==> src/rtl/axi2apb_pkg.sv <==
// -----------------------------------------------------------------------------
// axi2apb_pkg
// Shared types and constants for the AXI4-Lite to multi-completer APB4 bridge.
//   state_e      : bridge FSM states
//   RESP_*       : AXI response codes
//   idx_width()  : completer index width, clog2 with a floor of 1
// -----------------------------------------------------------------------------
package axi2apb_pkg;

   typedef enum logic [2:0] {
      ST_IDLE   = 3'd0,
      ST_SETUP  = 3'd1,
      ST_ACCESS = 3'd2,
      ST_WRESP  = 3'd3,
      ST_RRESP  = 3'd4
   } state_e;

   localparam logic [1:0] RESP_OKAY   = 2'b00;
   localparam logic [1:0] RESP_SLVERR = 2'b10;
   localparam logic [1:0] RESP_DECERR = 2'b11;

   // A single completer still needs a 1-bit index field so that the decode
   // can flag any address that falls outside region 0.
   function automatic int idx_width(input int n);
      return ($clog2(n) < 1) ? 1 : $clog2(n);
   endfunction

endpackage

==> src/rtl/apb_slave_decode.sv <==
// -----------------------------------------------------------------------------
// apb_slave_decode
// Combinational address decoder for the APB completer fan-out.
//   addr : granted transaction address
//   sel  : one-hot completer select, all zero on a miss
//   idx  : completer index taken from addr[SLAVE_ADDR_W +: IDX_W]
//   miss : index beyond NUM_SLAVES or any address bit above the index field set
// -----------------------------------------------------------------------------
module apb_slave_decode
   import axi2apb_pkg::*;
#(
   parameter int ADDR_W       = 32,
   parameter int NUM_SLAVES   = 4,
   parameter int SLAVE_ADDR_W = 12,
   localparam int IDX_W       = idx_width(NUM_SLAVES)
) (
   input  logic [ADDR_W-1:0]     addr,
   output logic [NUM_SLAVES-1:0] sel,
   output logic [IDX_W-1:0]      idx,
   output logic                  miss
);

   localparam int HI_LSB = SLAVE_ADDR_W + IDX_W;

   logic [ADDR_W-1:0] upper_s;
   logic              idx_oob_s;

   // Extract the completer index and flag addresses outside the populated map.
   always_comb begin
      idx       = addr[SLAVE_ADDR_W +: IDX_W];
      upper_s   = addr >> HI_LSB;
      // Index field can encode more regions than are populated when
      // NUM_SLAVES is not a power of two.
      idx_oob_s = ({1'b0, idx} >= (IDX_W+1)'(NUM_SLAVES));
      miss      = idx_oob_s | (upper_s != {ADDR_W{1'b0}});
   end

   // Expand the index into a one-hot select, suppressed entirely on a miss.
   always_comb begin
      sel = {NUM_SLAVES{1'b0}};
      for (int k = 0; k < NUM_SLAVES; k++) begin
         if (!miss && (idx == IDX_W'(k))) begin
            sel[k] = 1'b1;
         end else begin
            sel[k] = 1'b0;
         end
      end
   end

endmodule

==> src/rtl/axi2apb_bridge_mux.sv <==
// -----------------------------------------------------------------------------
// axi2apb_bridge_mux
// AXI4-Lite slave to APB4 master bridge fanning out to NUM_SLAVES completers.
// One-entry AW, W and AR holding buffers; round-robin between a complete
// write and a read; one APB transfer in flight at a time.
//
// Ports
//   clk, rst                    : clock, asynchronous active-high reset
//   aw*/w*/b*/ar*/r*            : AXI4-Lite slave channels
//   paddr, psel, penable,
//   pwrite, pwdata, pstrb, pprot: APB4 requester outputs (psel one-hot)
//   prdata                      : completer k at [k*DATA_W +: DATA_W]
//   pready, pslverr             : one bit per completer
//
// Optional feature: define AXI2APB_TIMEOUT_EN to abort an ACCESS phase that
// sees no pready for TIMEOUT_CYCLES cycles (SLVERR, read data 0).
// -----------------------------------------------------------------------------
module axi2apb_bridge_mux
   import axi2apb_pkg::*;
#(
   parameter int ADDR_W         = 32,
   parameter int DATA_W         = 32,
   parameter int NUM_SLAVES     = 4,
   parameter int SLAVE_ADDR_W   = 12,
   parameter int TIMEOUT_CYCLES = 256
) (
   input  logic                         clk,
   input  logic                         rst,
   input  logic [ADDR_W-1:0]            awaddr,
   input  logic [2:0]                   awprot,
   input  logic                         awvalid,
   output logic                         awready,
   input  logic [DATA_W-1:0]            wdata,
   input  logic [DATA_W/8-1:0]          wstrb,
   input  logic                         wvalid,
   output logic                         wready,
   output logic [1:0]                   bresp,
   output logic                         bvalid,
   input  logic                         bready,
   input  logic [ADDR_W-1:0]            araddr,
   input  logic [2:0]                   arprot,
   input  logic                         arvalid,
   output logic                         arready,
   output logic [DATA_W-1:0]            rdata,
   output logic [1:0]                   rresp,
   output logic                         rvalid,
   input  logic                         rready,
   output logic [ADDR_W-1:0]            paddr,
   output logic [NUM_SLAVES-1:0]        psel,
   output logic                         penable,
   output logic                         pwrite,
   output logic [DATA_W-1:0]            pwdata,
   output logic [DATA_W/8-1:0]          pstrb,
   output logic [2:0]                   pprot,
   input  logic [NUM_SLAVES*DATA_W-1:0] prdata,
   input  logic [NUM_SLAVES-1:0]        pready,
   input  logic [NUM_SLAVES-1:0]        pslverr
);

   localparam int STRB_W = DATA_W / 8;
   localparam int IDX_W  = idx_width(NUM_SLAVES);

   // FSM and arbitration history
   state_e                state_q, state_d;
   logic                  last_write_q, last_write_d;

   // Request holding buffers
   logic                  aw_full_q, aw_full_d;
   logic [ADDR_W-1:0]     aw_addr_q, aw_addr_d;
   logic [2:0]            aw_prot_q, aw_prot_d;
   logic                  w_full_q, w_full_d;
   logic [DATA_W-1:0]     w_data_q, w_data_d;
   logic [STRB_W-1:0]     w_strb_q, w_strb_d;
   logic                  ar_full_q, ar_full_d;
   logic [ADDR_W-1:0]     ar_addr_q, ar_addr_d;
   logic [2:0]            ar_prot_q, ar_prot_d;

   // APB output registers and latched decode of the granted address
   logic [ADDR_W-1:0]     paddr_q, paddr_d;
   logic [NUM_SLAVES-1:0] psel_q, psel_d;
   logic                  penable_q, penable_d;
   logic                  pwrite_q, pwrite_d;
   logic [DATA_W-1:0]     pwdata_q, pwdata_d;
   logic [STRB_W-1:0]     pstrb_q, pstrb_d;
   logic [2:0]            pprot_q, pprot_d;
   logic [IDX_W-1:0]      idx_q, idx_d;
   logic                  miss_q, miss_d;

   // AXI response registers
   logic                  bvalid_q, bvalid_d;
   logic [1:0]            bresp_q, bresp_d;
   logic                  rvalid_q, rvalid_d;
   logic [1:0]            rresp_q, rresp_d;
   logic [DATA_W-1:0]     rdata_q, rdata_d;

   // Combinational helpers
   logic                  wr_pend_s, rd_pend_s;
   logic                  grant_wr_s, grant_rd_s;
   logic [ADDR_W-1:0]     gnt_addr_s;
   logic [NUM_SLAVES-1:0] dec_sel_s;
   logic [IDX_W-1:0]      dec_idx_s;
   logic                  dec_miss_s;
   logic                  sel_ready_s, sel_err_s;
   logic [DATA_W-1:0]     sel_rdata_s;
   logic                  timeout_s;
   logic [1:0]            acc_resp_s;

   // Round-robin: on contention grant the type not granted last; last_write
   // resets to 0 so the first contended grant goes to the write.
   assign wr_pend_s  = aw_full_q & w_full_q;
   assign rd_pend_s  = ar_full_q;
   assign grant_wr_s = wr_pend_s & (~rd_pend_s | ~last_write_q);
   assign grant_rd_s = rd_pend_s & (~wr_pend_s | last_write_q);
   assign gnt_addr_s = grant_wr_s ? aw_addr_q : ar_addr_q;

   apb_slave_decode #(
      .ADDR_W       (ADDR_W),
      .NUM_SLAVES   (NUM_SLAVES),
      .SLAVE_ADDR_W (SLAVE_ADDR_W)
   ) u_decode (
      .addr (gnt_addr_s),
      .sel  (dec_sel_s),
      .idx  (dec_idx_s),
      .miss (dec_miss_s)
   );

   // Masking with psel_q makes unselected completers' pready/pslverr invisible.
   assign sel_ready_s = |(pready & psel_q);
   assign sel_err_s   = |(pslverr & psel_q);

   // Select the read data slice of the granted completer.
   always_comb begin
      sel_rdata_s = {DATA_W{1'b0}};
      for (int k = 0; k < NUM_SLAVES; k++) begin
         if (idx_q == IDX_W'(k)) begin
            sel_rdata_s = prdata[k*DATA_W +: DATA_W];
         end else begin
            sel_rdata_s = sel_rdata_s;
         end
      end
   end

`ifdef AXI2APB_TIMEOUT_EN
   localparam int TMO_W = idx_width(TIMEOUT_CYCLES + 1);

   logic [TMO_W-1:0] tmo_cnt_q, tmo_cnt_d;

   // Count ACCESS cycles; the count restarts whenever the FSM leaves ACCESS.
   always_comb begin
      if (state_q == ST_ACCESS) begin
         tmo_cnt_d = tmo_cnt_q + TMO_W'(1);
      end else begin
         tmo_cnt_d = {TMO_W{1'b0}};
      end
      timeout_s = (state_q == ST_ACCESS) && (tmo_cnt_q == TMO_W'(TIMEOUT_CYCLES - 1));
   end

   // Timeout counter register.
   always_ff @(posedge clk or posedge rst) begin
      if (rst) begin
         tmo_cnt_q <= {TMO_W{1'b0}};
      end else begin
         tmo_cnt_q <= tmo_cnt_d;
      end
   end
`else
   assign timeout_s = 1'b0;
`endif

   // A timeout completion (no pready) always reports SLVERR.
   assign acc_resp_s = (!sel_ready_s || sel_err_s) ? RESP_SLVERR : RESP_OKAY;

   // Buffer loads, arbitration and FSM next state with all register updates.
   always_comb begin
      state_d      = state_q;
      last_write_d = last_write_q;
      aw_full_d    = aw_full_q;
      aw_addr_d    = aw_addr_q;
      aw_prot_d    = aw_prot_q;
      w_full_d     = w_full_q;
      w_data_d     = w_data_q;
      w_strb_d     = w_strb_q;
      ar_full_d    = ar_full_q;
      ar_addr_d    = ar_addr_q;
      ar_prot_d    = ar_prot_q;
      paddr_d      = paddr_q;
      psel_d       = psel_q;
      penable_d    = penable_q;
      pwrite_d     = pwrite_q;
      pwdata_d     = pwdata_q;
      pstrb_d      = pstrb_q;
      pprot_d      = pprot_q;
      idx_d        = idx_q;
      miss_d       = miss_q;
      bvalid_d     = bvalid_q;
      bresp_d      = bresp_q;
      rvalid_d     = rvalid_q;
      rresp_d      = rresp_q;
      rdata_d      = rdata_q;

      // A buffer is only freed while full, so a load and a free never collide.
      if (awvalid && !aw_full_q) begin
         aw_full_d = 1'b1;
         aw_addr_d = awaddr;
         aw_prot_d = awprot;
      end else begin
         aw_full_d = aw_full_q;
      end
      if (wvalid && !w_full_q) begin
         w_full_d = 1'b1;
         w_data_d = wdata;
         w_strb_d = wstrb;
      end else begin
         w_full_d = w_full_q;
      end
      if (arvalid && !ar_full_q) begin
         ar_full_d = 1'b1;
         ar_addr_d = araddr;
         ar_prot_d = arprot;
      end else begin
         ar_full_d = ar_full_q;
      end

      case (state_q)
         ST_IDLE: begin
            if (grant_wr_s || grant_rd_s) begin
               // Latch the granted request and its decode; psel is already
               // zero here if the address misses.
               state_d      = ST_SETUP;
               last_write_d = grant_wr_s;
               paddr_d      = gnt_addr_s;
               pwrite_d     = grant_wr_s;
               pprot_d      = grant_wr_s ? aw_prot_q : ar_prot_q;
               pwdata_d     = grant_wr_s ? w_data_q : {DATA_W{1'b0}};
               pstrb_d      = grant_wr_s ? w_strb_q : {STRB_W{1'b0}};
               psel_d       = dec_sel_s;
               idx_d        = dec_idx_s;
               miss_d       = dec_miss_s;
            end else begin
               state_d = ST_IDLE;
            end
         end

         ST_SETUP: begin
            if (miss_q) begin
               // Unmapped address: answer DECERR without an APB access.
               psel_d = {NUM_SLAVES{1'b0}};
               if (pwrite_q) begin
                  aw_full_d = 1'b0;
                  w_full_d  = 1'b0;
                  bvalid_d  = 1'b1;
                  bresp_d   = RESP_DECERR;
                  state_d   = ST_WRESP;
               end else begin
                  ar_full_d = 1'b0;
                  rvalid_d  = 1'b1;
                  rresp_d   = RESP_DECERR;
                  rdata_d   = {DATA_W{1'b0}};
                  state_d   = ST_RRESP;
               end
            end else begin
               penable_d = 1'b1;
               state_d   = ST_ACCESS;
            end
         end

         ST_ACCESS: begin
            if (sel_ready_s || timeout_s) begin
               psel_d    = {NUM_SLAVES{1'b0}};
               penable_d = 1'b0;
               if (pwrite_q) begin
                  aw_full_d = 1'b0;
                  w_full_d  = 1'b0;
                  bvalid_d  = 1'b1;
                  bresp_d   = acc_resp_s;
                  state_d   = ST_WRESP;
               end else begin
                  // Read data is captured even alongside pslverr.
                  ar_full_d = 1'b0;
                  rvalid_d  = 1'b1;
                  rresp_d   = acc_resp_s;
                  rdata_d   = sel_ready_s ? sel_rdata_s : {DATA_W{1'b0}};
                  state_d   = ST_RRESP;
               end
            end else begin
               state_d = ST_ACCESS;
            end
         end

         ST_WRESP: begin
            if (bready) begin
               bvalid_d = 1'b0;
               state_d  = ST_IDLE;
            end else begin
               state_d = ST_WRESP;
            end
         end

         ST_RRESP: begin
            if (rready) begin
               rvalid_d = 1'b0;
               state_d  = ST_IDLE;
            end else begin
               state_d = ST_RRESP;
            end
         end

         default: begin
            state_d = ST_IDLE;
         end
      endcase
   end

   // State, buffer and output registers.
   always_ff @(posedge clk or posedge rst) begin
      if (rst) begin
         state_q      <= ST_IDLE;
         last_write_q <= 1'b0;
         aw_full_q    <= 1'b0;
         aw_addr_q    <= {ADDR_W{1'b0}};
         aw_prot_q    <= 3'b000;
         w_full_q     <= 1'b0;
         w_data_q     <= {DATA_W{1'b0}};
         w_strb_q     <= {STRB_W{1'b0}};
         ar_full_q    <= 1'b0;
         ar_addr_q    <= {ADDR_W{1'b0}};
         ar_prot_q    <= 3'b000;
         paddr_q      <= {ADDR_W{1'b0}};
         psel_q       <= {NUM_SLAVES{1'b0}};
         penable_q    <= 1'b0;
         pwrite_q     <= 1'b0;
         pwdata_q     <= {DATA_W{1'b0}};
         pstrb_q      <= {STRB_W{1'b0}};
         pprot_q      <= 3'b000;
         idx_q        <= {IDX_W{1'b0}};
         miss_q       <= 1'b0;
         bvalid_q     <= 1'b0;
         bresp_q      <= 2'b00;
         rvalid_q     <= 1'b0;
         rresp_q      <= 2'b00;
         rdata_q      <= {DATA_W{1'b0}};
      end else begin
         state_q      <= state_d;
         last_write_q <= last_write_d;
         aw_full_q    <= aw_full_d;
         aw_addr_q    <= aw_addr_d;
         aw_prot_q    <= aw_prot_d;
         w_full_q     <= w_full_d;
         w_data_q     <= w_data_d;
         w_strb_q     <= w_strb_d;
         ar_full_q    <= ar_full_d;
         ar_addr_q    <= ar_addr_d;
         ar_prot_q    <= ar_prot_d;
         paddr_q      <= paddr_d;
         psel_q       <= psel_d;
         penable_q    <= penable_d;
         pwrite_q     <= pwrite_d;
         pwdata_q     <= pwdata_d;
         pstrb_q      <= pstrb_d;
         pprot_q      <= pprot_d;
         idx_q        <= idx_d;
         miss_q       <= miss_d;
         bvalid_q     <= bvalid_d;
         bresp_q      <= bresp_d;
         rvalid_q     <= rvalid_d;
         rresp_q      <= rresp_d;
         rdata_q      <= rdata_d;
      end
   end

   assign awready = ~aw_full_q;
   assign wready  = ~w_full_q;
   assign arready = ~ar_full_q;
   assign bvalid  = bvalid_q;
   assign bresp   = bresp_q;
   assign rvalid  = rvalid_q;
   assign rresp   = rresp_q;
   assign rdata   = rdata_q;
   assign paddr   = paddr_q;
   assign psel    = psel_q;
   assign penable = penable_q;
   assign pwrite  = pwrite_q;
   assign pwdata  = pwdata_q;
   assign pstrb   = pstrb_q;
   assign pprot   = pprot_q;

endmodule

==> config.mk <==
export PLATFORM = sky130hd
export DESIGN_NAME = axi2apb_bridge_mux
export DESIGN_NICKNAME = d
export VERILOG_FILES = /design/src/rtl/axi2apb_pkg.sv /design/src/rtl/apb_slave_decode.sv /design/src/rtl/axi2apb_bridge_mux.sv
export SDC_FILE = /design/constraint.sdc
export NUM_CORES = 1
export LEC_CHECK = 0
export ABC_AREA = 1
export CAP_MARGIN = 10
export CORE_ASPECT_RATIO = 1.25
export CORE_MARGIN = 8
export CORE_UTILIZATION = 45
export CTS_CLUSTER_DIAMETER = 100
export CTS_CLUSTER_SIZE = 8
export DETAILED_ROUTE_END_ITERATION = 10
export GPL_ROUTABILITY_DRIVEN = 0
export MAX_ROUTING_LAYER = met4
export PLACE_DENSITY = 0.81
export SLEW_MARGIN = 20
export SYNTH_ARGS = -nofsm -noshare
export SYNTH_HDL_FRONTEND = slang
export SYNTH_SLANG_ARGS = --single-unit
==> constraint.sdc <==
create_clock -name clk -period 14.4 [get_ports clk]
set_input_delay 2.88 -clock clk [delete_from_list [all_inputs] [get_ports clk]]
set_output_delay 2.88 -clock clk [all_outputs]
set_load 0.05 [all_outputs]
==> metrics.md <==
| Metric | Value |
|---|---|
| Largest area contributor in the netlist | dfrtp_1 |
| Die X-Extent | 149 um |
| Critical Path Source Type | flip-flop |
| DP Area | 13800 sq um |
| Largest family of logic cells by synthesized area | simple AND/OR/NAND/NOR gates |
| Max Clk Rate | roughly 0.20 GHz |
| Outcome | finished, final reports clean |
| Net count after synthesis | 1297 |
| Synth top area cells | dfrtp_1, mux2_2, nand2_1, o21ai_0, nand3_1 |
| Asr flop ratio synth | 100% |
| Flop-to-flop setup slack | 11540 ps |
| Synthesized netlist cell count | 1048 |
| Post-route cell area | 14700 sq um |
| Reg clk slew, reported paths | 40 ps |
| Critical path arrival | 2220 ps |
| CTS tree | yes |
| Synth warn | 0 |
| Largest net degree at the start of global routing | 101 |
| Pleak | 6.58 nW |
| Period minus WS final | ~5100 ps |
| Synthesized flop and latch total | about 230 |
| Delay-heaviest family, CP | buffers and inverters |
| CORE AREA | ~22000 sq um |
| Postcts setup bufs | 0 |
| WP buf/inv | 1 |
| Total grt overflow | 0 |
| CP Capture Type | primary output |
| Highest net fanout along the worst path | 22 |
| CTS resizes | 0 |
| CP Cell Sequence | clkdlybuf4s50_1 |
| Hold-fix buffers at CTS | 0 |
| Initial antenna violation count | 4 |
| Peak supply drop | 0.174 mV |
| FF-to-FF End | miss_q$_DFFE_PP0N_ |
| Height of the die | 182 um |
| # fillers | 1714 |
| DP HPWL | approximately 24 mm |
| Prevailing post-synth register cell | dfrtp_1 |
| Core Rows | 61 |
| Final hold violation count | 0 |
| Vias in the first global route | ~9400 |
| Vias/cell | 5.26 |
| Mux share of post-synthesis cell area | a little under a tenth |
| Critical path's largest stage delay | roughly 940 ps |
| Worst reg2reg path depth | 9 |
| Xor/xnor cell area share of the yosys netlist | 0% |
| Gr usage total | between 20% and 30% |
| Unique masters post-synth | 31 |
| Htree depth | 2 |
| Max-cap viol count | 0 |
| Fin Clk Skew | 25.2 ps |
| CTS max path bufs | 3 |
| Pwr per Cell Area | 225 nW/um^2 |
| Drt pass-1 iters | 5 |
| Synth Area in Compound Gates | 10.9% |
| Clock Latency Late Sink | 500 ps |
| Share of cells above drive strength 1 | a little under an eighth |
| DIE AREA | 27200 sq um |
| Hold Crit Class | reg2reg |
| Post-Syn Area per Cell | 9.51 sq um |
| Synth Area in Adders | 0% |
| TritonCTS Buffers | 34 |
| Routed wire length | 33.1 mm |
| Final period util | 35.4% |
| Slew headroom | 29.2% |
| DR WL/cell | 19.6 um |
| First-pass GRT wire length | just over 50 mm |
| Slowest cell on crit path | clkdlybuf4s50_1 |
| Post-Synthesis Cell Area | 9970 sq um |
| Endpoints failing setup | 0 |
| Starting density of the core | 45.4% |
| Vias | 8886 |
| Startpoint of the worst register-to-register path | pwrite$_DFFE_PP0N_ |
| Fin nets | about 1600 |
| RSZ-0062 raised after global routing | no |
| Cell depth of the worst setup path | 1 |
| Iter 0 DRT Violations | 455 |
| Simple-gate portion of the synthesized area | 17.4% |
| # DRC | 0 |
| IO Port Bufs | 366 |
| Root buf cell | clkbuf_16 |
| Yosys top cell area share | 57.2% |
| Seq/Total Area, Yosys | 57.2% |
| Final TNS setup | 0 ps |
| Hold Path Depth | 2 |
| Layout Area Growth over Synthesis | 47.9% |
| Post-route antenna net violation count | 0 |
| Clk sink count | 228 |
| Min-Delay Endpoint | bresp[0]$_DFFE_PP0P_ |
| Pin slew with the least headroom to its limit | 1060 ps |
| Crit Path Category | reg2out |
| Hold Startpoint | bresp[0]$_DFFE_PP0P_ |
| Final Max Slew Viols | 0 |
| Post-synth EDFFs | 0 |
| WP data required | ~12000 ps |
| I/O pins | 367 |
final cells by class:
cell class,instances,area [sq um],share of cell area (%)
Clock buffer,35,876,5.94
Antenna cell,4,10.0,0.0679
Timing Repair Buffer,376,3740,25.4
Sequential cell,228,5710,38.7
Multi-Input combinational cell,703,3790,25.7
Inverter,56,218,1.48
Clock inverter,3,58.8,0.399
Tap cell,283,354,2.40
how the worst max path moves through the flow:
stage	start	endpoint	slack (ps)
floorplan	rst	ar_addr_q[0]$_DFFE_PP0P_	5270
global placement	pready[2]	rdata[0]$_DFFE_PP0P_	9500
detailed placement	pready[2]	rdata[11]$_DFFE_PP0P_	9300
CTS	paddr[13]$_DFFE_PP0N_	paddr[13]	9290
global route	paddr[13]$_DFFE_PP0N_	paddr[13]	9200
finish	paddr[13]$_DFFE_PP0N_	paddr[13]	9300
sequential cells by signal, summed over array words and instances, names as in the netlist, 3 cells and up:
name,cells
ar_addr_q,32
ar_prot_q,3
aw_addr_q,32
aw_prot_q,3
paddr,32
pprot,3
psel,4
pstrb,4
pwdata,32
rdata,32
state_q,3
w_data_q,32
w_strb_q,4
cells in the final DEF (no fill, tap or decap):
cell and instances:
clkdlybuf4s50_1 366, nand2_1 232, dfrtp_1 228, o21ai_0 149
mux2_2 84, nand3_1 76, nor2_1 68, inv_1 49
clkbuf_16 35, a21oi_1 27, o22ai_1 13, nand2_2 12
nor3_1 12, buf_4 10, a31oi_1 7, inv_2 5
nor2_2 5, diode_2 4, o221ai_1 3, o21ai_1 3
a21oi_4 2, o21ai_2 2, nand2_4 2, clkinv_1 1
nand4_1 1, o31ai_1 1, inv_8 1, nand3_2 1
nor2_4 1, or2_1 1, or2_2 1, inv_16 1
inv_6 1, bufinv_16 1
kinds of logic after synthesis:
kind of cell    after synthesis
mux                          84
simple gates                412
buf+inv                     117
compound gates              207
flops                       228
cells in the mapped netlist, types with 7 or more instances:
master,n
nand3_1,76
o21ai_0,149
nor2_1,68
a31oi_1,7
inv_1,50
mux2_2,84
clkbuf_1,33
a21oi_1,27
nand2_1,234
dfrtp_1,228
nor3_1,12
nand2_2,10
buf_2,23
o22ai_1,13
layer usage:
layer | vias up | wire, um | GRT usage (%)
met3 | 85 | 2500 | 6.54
met4 | 0 | 1530 | 12.1
li1 | 4178 | - | -
met2 | 356 | 16900 | 42.3
met5 | - | 0 | -
met1 | 4267 | 12100 | 26.4
report_power, final:
part / total, mW / internal, mW / switching [mW]
combinational: 1.55 / 0.539 / 1.01
sequential: 1.05 / 0.901 / 0.148
clock: 0.713 / 0.447 / 0.267
total: 3.31 / 1.89 / 1.43
per-stage QoR:
step                power (mW)  hold slack [ps]  utilization, %  setup WS (ps)  instances
floorplan                 2.09              463               -           5270       1048
global placement          2.56              463            62.8           9500       1646
detailed placement        2.60              466            62.8           9300       1646
CTS                       3.33              484            67.0           9290       1684
global route              3.52              504            67.1           9200       1688
finish                    3.31              476            67.1           9300       1688
Power figures use the tool's default switching activity.
